### config.mk
export PLATFORM = sky130hd
export DESIGN_NAME = div_check_mul
export DESIGN_NICKNAME = d
export VERILOG_FILES = /design/src/rtl/div_pkg.sv /design/src/rtl/div_check_mul_step.sv /design/src/rtl/div_check_mul.sv
export SDC_FILE = /design/constraint.sdc
export NUM_CORES = 1
export LEC_CHECK = 0
export BUFFER_PORTS_ARGS = -buffer_cell sky130_fd_sc_hd__clkbuf_2
export CAP_MARGIN = 15
export CORE_MARGIN = 4
export CORE_UTILIZATION = 55
export CTS_CLUSTER_DIAMETER = 60
export CTS_CLUSTER_SIZE = 20
export DETAILED_ROUTE_END_ITERATION = 10
export GPL_ROUTABILITY_DRIVEN = 1
export PLACE_DENSITY = 0.81
export SYNTH_ARGS = -nofsm -noshare
export SYNTH_HDL_FRONTEND = slang
export SYNTH_HIERARCHICAL = 1
export SYNTH_SLANG_ARGS = --single-unit
### constraint.sdc
create_clock -name clk -period 7.9 [get_ports clk]
set_input_delay 2.37 -clock clk [delete_from_list [all_inputs] [get_ports clk]]
set_output_delay 2.37 -clock clk [all_outputs]
set_load 0.02 [all_outputs]
### src/rtl/div_pkg.sv
// Shared widths, state encoding and cell transistor costs for the divider and its
// reconstruct/check path.
package div_pkg;
    localparam int QW    = 8;
    localparam int BW    = 5;
    localparam int AW    = QW + BW;
    localparam int NCYC  = 8;
    localparam int NUM_W = 51;

    typedef enum logic {IDLE = 1'b0, RUN = 1'b1} state_t;

    // Transistor cost of the primitive cells used in this slice.
    localparam int T_AND2 = 6;   // MUXP-style operand gate
    localparam int T_FA   = 28;  // FSP ripple-chain full adder
    localparam int T_DFF  = 26;  // REGP/FD2 flop with async clear
endpackage

### src/rtl/div_check_mul_step.sv
// Combinational AW-bit conditional adder: sum = acc + (sel ? bsh : 0), built as a
// gated-operand ripple chain; reports its own transistor count.
module mul_step
    import div_pkg::*;
#(
    parameter int W = div_pkg::AW
)(
    input  logic [W-1:0]     acc,
    input  logic [W-1:0]     bsh,
    input  logic             sel,
    output logic [W-1:0]     sum,
    output logic [NUM_W-1:0] number
);
    logic [W:0]   c;
    logic [W-1:0] addend;

    assign c[0] = 1'b0;

    for (genvar i = 0; i < W; i++) begin : g_bit
        assign addend[i] = bsh[i] & sel;
        assign sum[i]    = acc[i] ^ addend[i] ^ c[i];
        assign c[i+1]    = (acc[i] & addend[i]) | (c[i] & (acc[i] ^ addend[i]));
    end

    assign number = NUM_W'(W * (T_AND2 + T_FA));
endmodule

### src/rtl/div_check_mul.sv
// Reconstructs a = q*b + r by iterative shift-add (one quotient bit per clock) and flags
// triples no legal 8-bit division could produce. Define EARLY_TERM_EN to finish as soon
// as the remaining quotient bits are all zero.
module div_check_mul
    import div_pkg::*;
#(
    parameter int QW = div_pkg::QW,
    parameter int BW = div_pkg::BW,
    localparam int AW = QW + BW
)(
    input  logic             clk,
    input  logic             rst_n,
    input  logic             i_in_valid,
    output logic             o_in_ready,
    input  logic [QW-1:0]    i_q,
    input  logic [BW-1:0]    i_b,
    input  logic [BW-1:0]    i_r,
    output logic [AW-1:0]    o_a,
    output logic             o_err,
    output logic             o_out_valid,
    output logic [NUM_W-1:0] number
);
    localparam int CW    = $clog2(QW);
    localparam int NFLOP = 1 + AW + QW + AW + CW + 1 + AW + 1 + 1;

    state_t          state, state_nxt;
    logic [AW-1:0]   acc, bsh, sum;
    logic [QW-1:0]   qsh;
    logic [CW-1:0]   cnt;
    logic            err_l, accept, last;
    logic [NUM_W-1:0] step_num;

    assign accept = i_in_valid & o_in_ready;

`ifdef EARLY_TERM_EN
    assign last = (cnt == CW'(QW - 1)) | (qsh[QW-1:1] == '0);
`else
    assign last = (cnt == CW'(QW - 1));
`endif

    mul_step #(.W(AW)) u_step (
        .acc    (acc),
        .bsh    (bsh),
        .sel    (qsh[0]),
        .sum    (sum),
        .number (step_num)
    );

    always_ff @(posedge clk or negedge rst_n) begin
        if (!rst_n) state <= IDLE;
        else        state <= state_nxt;
    end

    always_comb begin
        state_nxt = state;
        case (state)
            IDLE:    if (i_in_valid) state_nxt = RUN;
            RUN:     if (last)       state_nxt = IDLE;
            default: state_nxt = IDLE;
        endcase
    end

    always_comb begin
        o_in_ready = (state == IDLE);
    end

    always_ff @(posedge clk or negedge rst_n) begin
        if (!rst_n) begin
            acc   <= '0;
            bsh   <= '0;
            qsh   <= '0;
            cnt   <= '0;
            err_l <= 1'b0;
        end else if (accept) begin
            acc   <= AW'(i_r);
            bsh   <= AW'(i_b);
            qsh   <= i_q;
            cnt   <= '0;
            err_l <= (i_b == '0) | (i_r >= i_b);
        end else if (state == RUN) begin
            acc <= sum;
            bsh <= bsh << 1;
            qsh <= qsh >> 1;
            cnt <= cnt + 1'b1;
        end
    end

    // Result registers hold until the next completion; the strobe lasts one cycle.
    always_ff @(posedge clk or negedge rst_n) begin
        if (!rst_n) begin
            o_a         <= '0;
            o_err       <= 1'b0;
            o_out_valid <= 1'b0;
        end else begin
            o_out_valid <= (state == RUN) & last;
            if ((state == RUN) & last) begin
                o_a   <= sum;
                o_err <= err_l | (|sum[AW-1:QW]);
            end
        end
    end

    assign number = step_num + NUM_W'(NFLOP * T_DFF);
endmodule

# Word level (Yosys, flattened, before mapping)
# Cells that the tools add are included.
# W data, S select, Z words.
# totals
regBits	54
in_bits	21
out_inout_bits	67
# op_classes
n_addsub	1
magnitude_cmp	1
n_eq_ne	1
muxes	11
bitwise_logic	77
n_reduce_logical	3
# op_table
operator	count
$mux W13	4
$and A1 B1 Y1	38
$xor A1 B1 Y1	25
$mux W8	2
$or A1 B1 Y1	13
$mux W3	2
$ge A5 B5 Y1	1
$logic_not A5 Y1	1
$reduce_or A5 Y1	1
$add A3 B1 Y3 const B	1
$eq A3 B3 Y1 const B	1
$mux W1	2
$pmux W1 S2	1
$reduce_bool A2 Y1	1
$not A1 Y1	1

# Logic depth before layout (Yosys ltp)
# depth
depth_word	27
ltp_mapped	21
ltp_nobuf	20

# By module
# The synthesis kept the hierarchy.
# modules_own_cells
mod	instances	cells_each	area_each_um2	seq_area_each_um2
div_check_mul	1	321	3230.6	1351.3
mul_step	1	85	737.0	0.0

# Least setup slack after synthesis
# OpenSTA, ideal clock, no wires.
# synth_timing
path_kind	register -> register
start	register qsh[0]
end	register o_err
arrival_ns	5.798
required_ns	7.760
path_slack_ns	1.962
stages_incl_launch_ff	22
n_path_buf	1
path_cell_list	dfrtp_1 > buf_2 > and2_1 > ha_1 > inv_1 > fa_1 > inv_1 > fa_1 > fa_1 > fa_1 > fa_1 > fa_1 > fa_1 > fa_1 > fa_1 > fa_1 > fa_1 > xor2_1 > xnor2_1 > or4_1 > nor3_1 > o21ai_0
# synth_between
elab_chain_len	27
elab_cells_between_ends	66
# synth_rtl
element	line	rtl
start: declaration	div_check_mul.sv:28	logic [QW-1:0] qsh;
start signal: assignment	div_check_mul.sv:77	qsh <= i_q;
start signal: assignment	div_check_mul.sv:83	qsh <= qsh >> 1;
$and A1 B1 Y1	div_check_mul_step.sv:20	assign addend[i] = bsh[i] & sel;
$and A1 B1 Y1 / $xor A1 B1 Y1 (equally long branches)	div_check_mul_step.sv:22	assign c[i+1] = (acc[i] & addend[i]) | (c[i] & (acc[i] ^ addend[i]));
$and A1 B1 Y1	div_check_mul_step.sv:22	
$or A1 B1 Y1	div_check_mul_step.sv:22	
$and A1 B1 Y1	div_check_mul_step.sv:22	
$or A1 B1 Y1	div_check_mul_step.sv:22	
$and A1 B1 Y1	div_check_mul_step.sv:22	
$or A1 B1 Y1	div_check_mul_step.sv:22	
[... 12 more ...]	-	
$and A1 B1 Y1	div_check_mul_step.sv:22	
$or A1 B1 Y1	div_check_mul_step.sv:22	
$and A1 B1 Y1	div_check_mul_step.sv:22	
$or A1 B1 Y1	div_check_mul_step.sv:22	
$xor A1 B1 Y1 *	div_check_mul_step.sv:21	assign sum[i] = acc[i] ^ addend[i] ^ c[i];
via sum[12]	div_check_mul.sv:27	logic [AW-1:0] acc, bsh, sum;
$reduce_or A5 Y1 *	div_check_mul.sv:98	o_err <= err_l | (|sum[AW-1:QW]);
$or A1 B1 Y1 *	div_check_mul.sv:98	
end signal: assignment	div_check_mul.sv:98	
end: declaration	div_check_mul.sv:19	output logic o_err,
# Mark *: on every way through the listed nets, which the timed path passes. The rest lies on a longest branch.
# A chain may end at the register's enable or synchronous reset.

# Worst setup path after layout
# Ends and elaborated chain as after synthesis.

==> out/metrics.csv <==
stage,metric,value,unit
synthesis,Synth Register Bits,54,
floorplanning,boundary pin count,88,
sta,max-slew violations,0,
global_routing,initial antenna violation count,0,
final_layout,fillers,594,
critical_path,crit-path max cell delay,0.51,ns
global_routing,Overflow after GRT,0,
final_layout,area of the multi-input gates,2297,um2
critical_path,"Largest delay share family, worst path",adder cells,
synthesis,dominant cells by area after synthesis,"dfrtp_1 34%, buf_4 9.6%, xnor2_1 7.9%, fa_1 5.6%, mux2i_1 4.5%",
global_routing,largest net degree at the start of global routing,56,
cts,Root Driver,clkbuf_8,
critical_path,crit-path max FO,14,
power,Flop pwr share,0.431,
synthesis,average cell area after synthesis,9.772,um2
power,clock network power share,0.169,
placed_design,gpl congestion,0.7682,
synthesis,Synth top area share,0.3406,
global_routing,first-pass GRT wire length,12.12,mm
power,VDD IR max,273.1,uV
cts,Clock Path Buffers,2,
power,internal power,0.6598,mW
sta,RSZ-0062 raised after global routing,false,
synthesis,asr flop ratio synth,1.000,
synthesis,Syn Inst Count,406,
sta,final setup vio count,0,
synthesis,Synth cell types,44,
critical_path,Crit path arrival time,6.40,ns
floorplanning,area of the die,8637,um2
worst_hold_path,hold path cells,2,
critical_path,Crit. End Element,flip-flop,
cts,"Setup Fix Bufs, Post-CTS",0,
power,leakage power,2.024,nW
critical_path,buffers and inverters on the worst path,2,
sta,Slew @ Worst Pin,0.6638,ns
routing,DR vias,2728,
sta,final hold vios,0,
cts,Sink Count,54,
sta,post-layout minimum cycle time,6.236,ns
power,Sw Share,0.3821,
routing,WL final,7.155,mm
sta,Setup WS post-layout,1.664,ns
cts,TritonCTS buffer count,5,
placed_design,Inst Count DP,527,
synthesis,"EDFF count, synth",0,
critical_path,Crit Path Class,reg -> reg,
final_layout,Layout area overhead,4.446,%
final_layout,Final nets,479,
sta,FMAX,0.1604,GHz
synthesis,Mapped Area,3968,um2
synthesis,"Seq/Total Area, Yosys",0.3406,
sta,skew final,0.007333,ns
routing,wire per inst,13.37,um
routing,Via density,5.099,
placed_design,Port Buffers,36,
cts,post-CTS sizing,0,
final_layout,share of cells above drive strength 1,0.1595,
critical_path,CP startpoint kind,flip-flop,
power,P_sw,0.4080,mW
critical_path,"Slowest-stage cell, CP",dfrtp_1,
power,Comb pwr share,0.400,
routing,1st-pass router iterations,4,
placed_design,Placement Setup Slack,1.692,ns
power,power density over the cells,257.7,nW/um2
sta,Rel. slew slack,0.5564,
critical_path,Critical Path Stages,20,
floorplanning,num rows,30,
cts,CTS tree,built,
sta,final setup TNS,0,ns
worst_hold_path,Hold Path Class,reg -> reg,
critical_path,CP required,8.07,ns
floorplanning,Initial Util,0.5745,
sta,final cycle utilization of the critical path,0.7894,
final_layout,sequential standard cell area,1351,um2
global_routing,GRT Total Usage,0.1713,
floorplanning,Die W,92.94,um
synthesis,synth cell count leaders,"54 x dfrtp_1, 51 x buf_4, 37 x nand2_1",
routing,DR iter-0 viols,66,
cts,# H-tree levels,2,
critical_path,Critical Path Most Common Cell,fa_1,
synthesis,largest area contributor in the netlist,dfrtp_1,
cts,clock transition at the registers of the reported paths,0.09,ns
placed_design,HPWL Detailed,5.515,mm
flow_run,max-cap viol count,0,
final_layout,Antenna diodes,0,
routing,drt drc,0,
synthesis,most frequent cell after synthesis,dfrtp_1,
critical_path,Reg2Reg Depth,20,
global_routing,vias in the first global route,2672,
critical_path,worst-path cell chain,and2_1 -> ha_1 -> inv_1 -> fa_1 -> inv_1 -> fa_1 -> fa_1 -> fa_1 -> fa_1 -> fa_1 -> fa_1 -> fa_1 -> fa_1 -> fa_1 -> fa_1 -> xor2_1 -> xnor2_1 -> or4_1 -> nor3_1 -> o21ai_0,
cts,Worst-Skew Late Latency,0.30,ns
synthesis,Synth Flop Type,dfrtp_1,
final_layout,"Cell Count, Final, Fillers Out",535,
run_status,status,"complete, no violations",
floorplanning,DIE HEIGHT,92.94,um
floorplanning,core area,6907,um2
synthesis,Syn. warnings,6,
routing,Antenna Nets Post-Route,0,
cts,Hold Buf Count CTS,0,
worst min-delay path, delay by kind of cell, from the launching register on:
family / cells / cell delay [ns]
DFF: 1 / 0.35
and+or+nand+nor: 1 / 0.05
AOI/OAI and AO/OA: 1 / 0.06
cells in the final DEF (no fill, tap or decap), types with 9 or more instances in the layout:
cell type / n
mux2i_1: 18
inv_1: 17
xnor2_1: 36
nand2_1: 37
nand3_1: 17
a22o_1: 18
o21ai_0: 19
ha_1: 9
dfrtp_1: 54
conb_1: 51
clkbuf_2: 36
nor2_1: 11
mux2_2: 13
and2_1: 14
fa_1: 11
xor2_1: 12
power groups by stage:
stage               clock network (mW)  registers [mW]  logic (mW)
floorplan                            0           0.486       0.309
detailed placement                   0           0.467       0.425
CTS                              0.184           0.463       0.426
global route                     0.197           0.476       0.478
finish                           0.181           0.460       0.427
global placement                     0           0.461       0.413
stage by stage:
| step | hold WS, ns | utilization | power [mW] | cell area [um2] |
|---|---|---|---|---|
| floorplan | 0.4523 | - | 0.7943 | 4151 |
| global placement | 0.4659 | 0.5842 | 0.8739 | 4035 |
| detailed placement | 0.4733 | 0.5842 | 0.8921 | 4035 |
| CTS | 0.4947 | 0.6000 | 1.073 | 4144 |
| global route | 0.5199 | 0.6000 | 1.151 | 4144 |
| finish | 0.4925 | 0.6000 | 1.068 | 4144 |
worst paths after layout:
path	start	to	slack (ns)
hold reg to reg	o_err	o_err	0.49
min in group asynchronous	rst_n	state	2.17
hold / removal	o_err	o_err	0.49
max in group asynchronous	rst_n	o_a[6]	5.30
setup / recovery	qsh[0]	o_err	1.66
setup reg to reg	qsh[0]	o_err	1.66
sequential cells by signal (all words and copies together) (netlist names):
signal       cells
cnt              3
o_err            1
o_a             13
o_out_valid      1
err_l            1
qsh              8
acc             13
bsh             13
state            1
final cells by class:
cell class	count	area share
clock buffers	5	0.01661
clock inverters	3	0.009662
inverters	17	0.01540
multi-input cells	321	0.5543
flip-flops and latches	54	0.3261
well taps	96	0.02899
repair buffers	39	0.04891
cells by family (layout without fill, tap and decap cells):
logic type      count (synthesis)  in the layout  share of synthesized area
xor+xnor                       48             48                     0.1060
simple gates                  123            123                     0.1709
buf+inv                        80             64                     0.1268
flops                          54             54                     0.3406
mux                            31             31                    0.08231
fa+ha+maj                      20             20                    0.08389
compound gates                 48             48                    0.08767
other cells                     2             51                   0.001893
metal layers:
layer | GRT usage | vias to the layer above | part of all wire
met5 | 0 | - | 0
met4 | 0.04151 | 0 | 0.011
met3 | 0.03737 | 7 | 0.070
met2 | 0.2999 | 74 | 0.50
met1 | 0.2150 | 1302 | 0.42
li1 | - | 1345 | -
(Power assumes the default switching activity.)
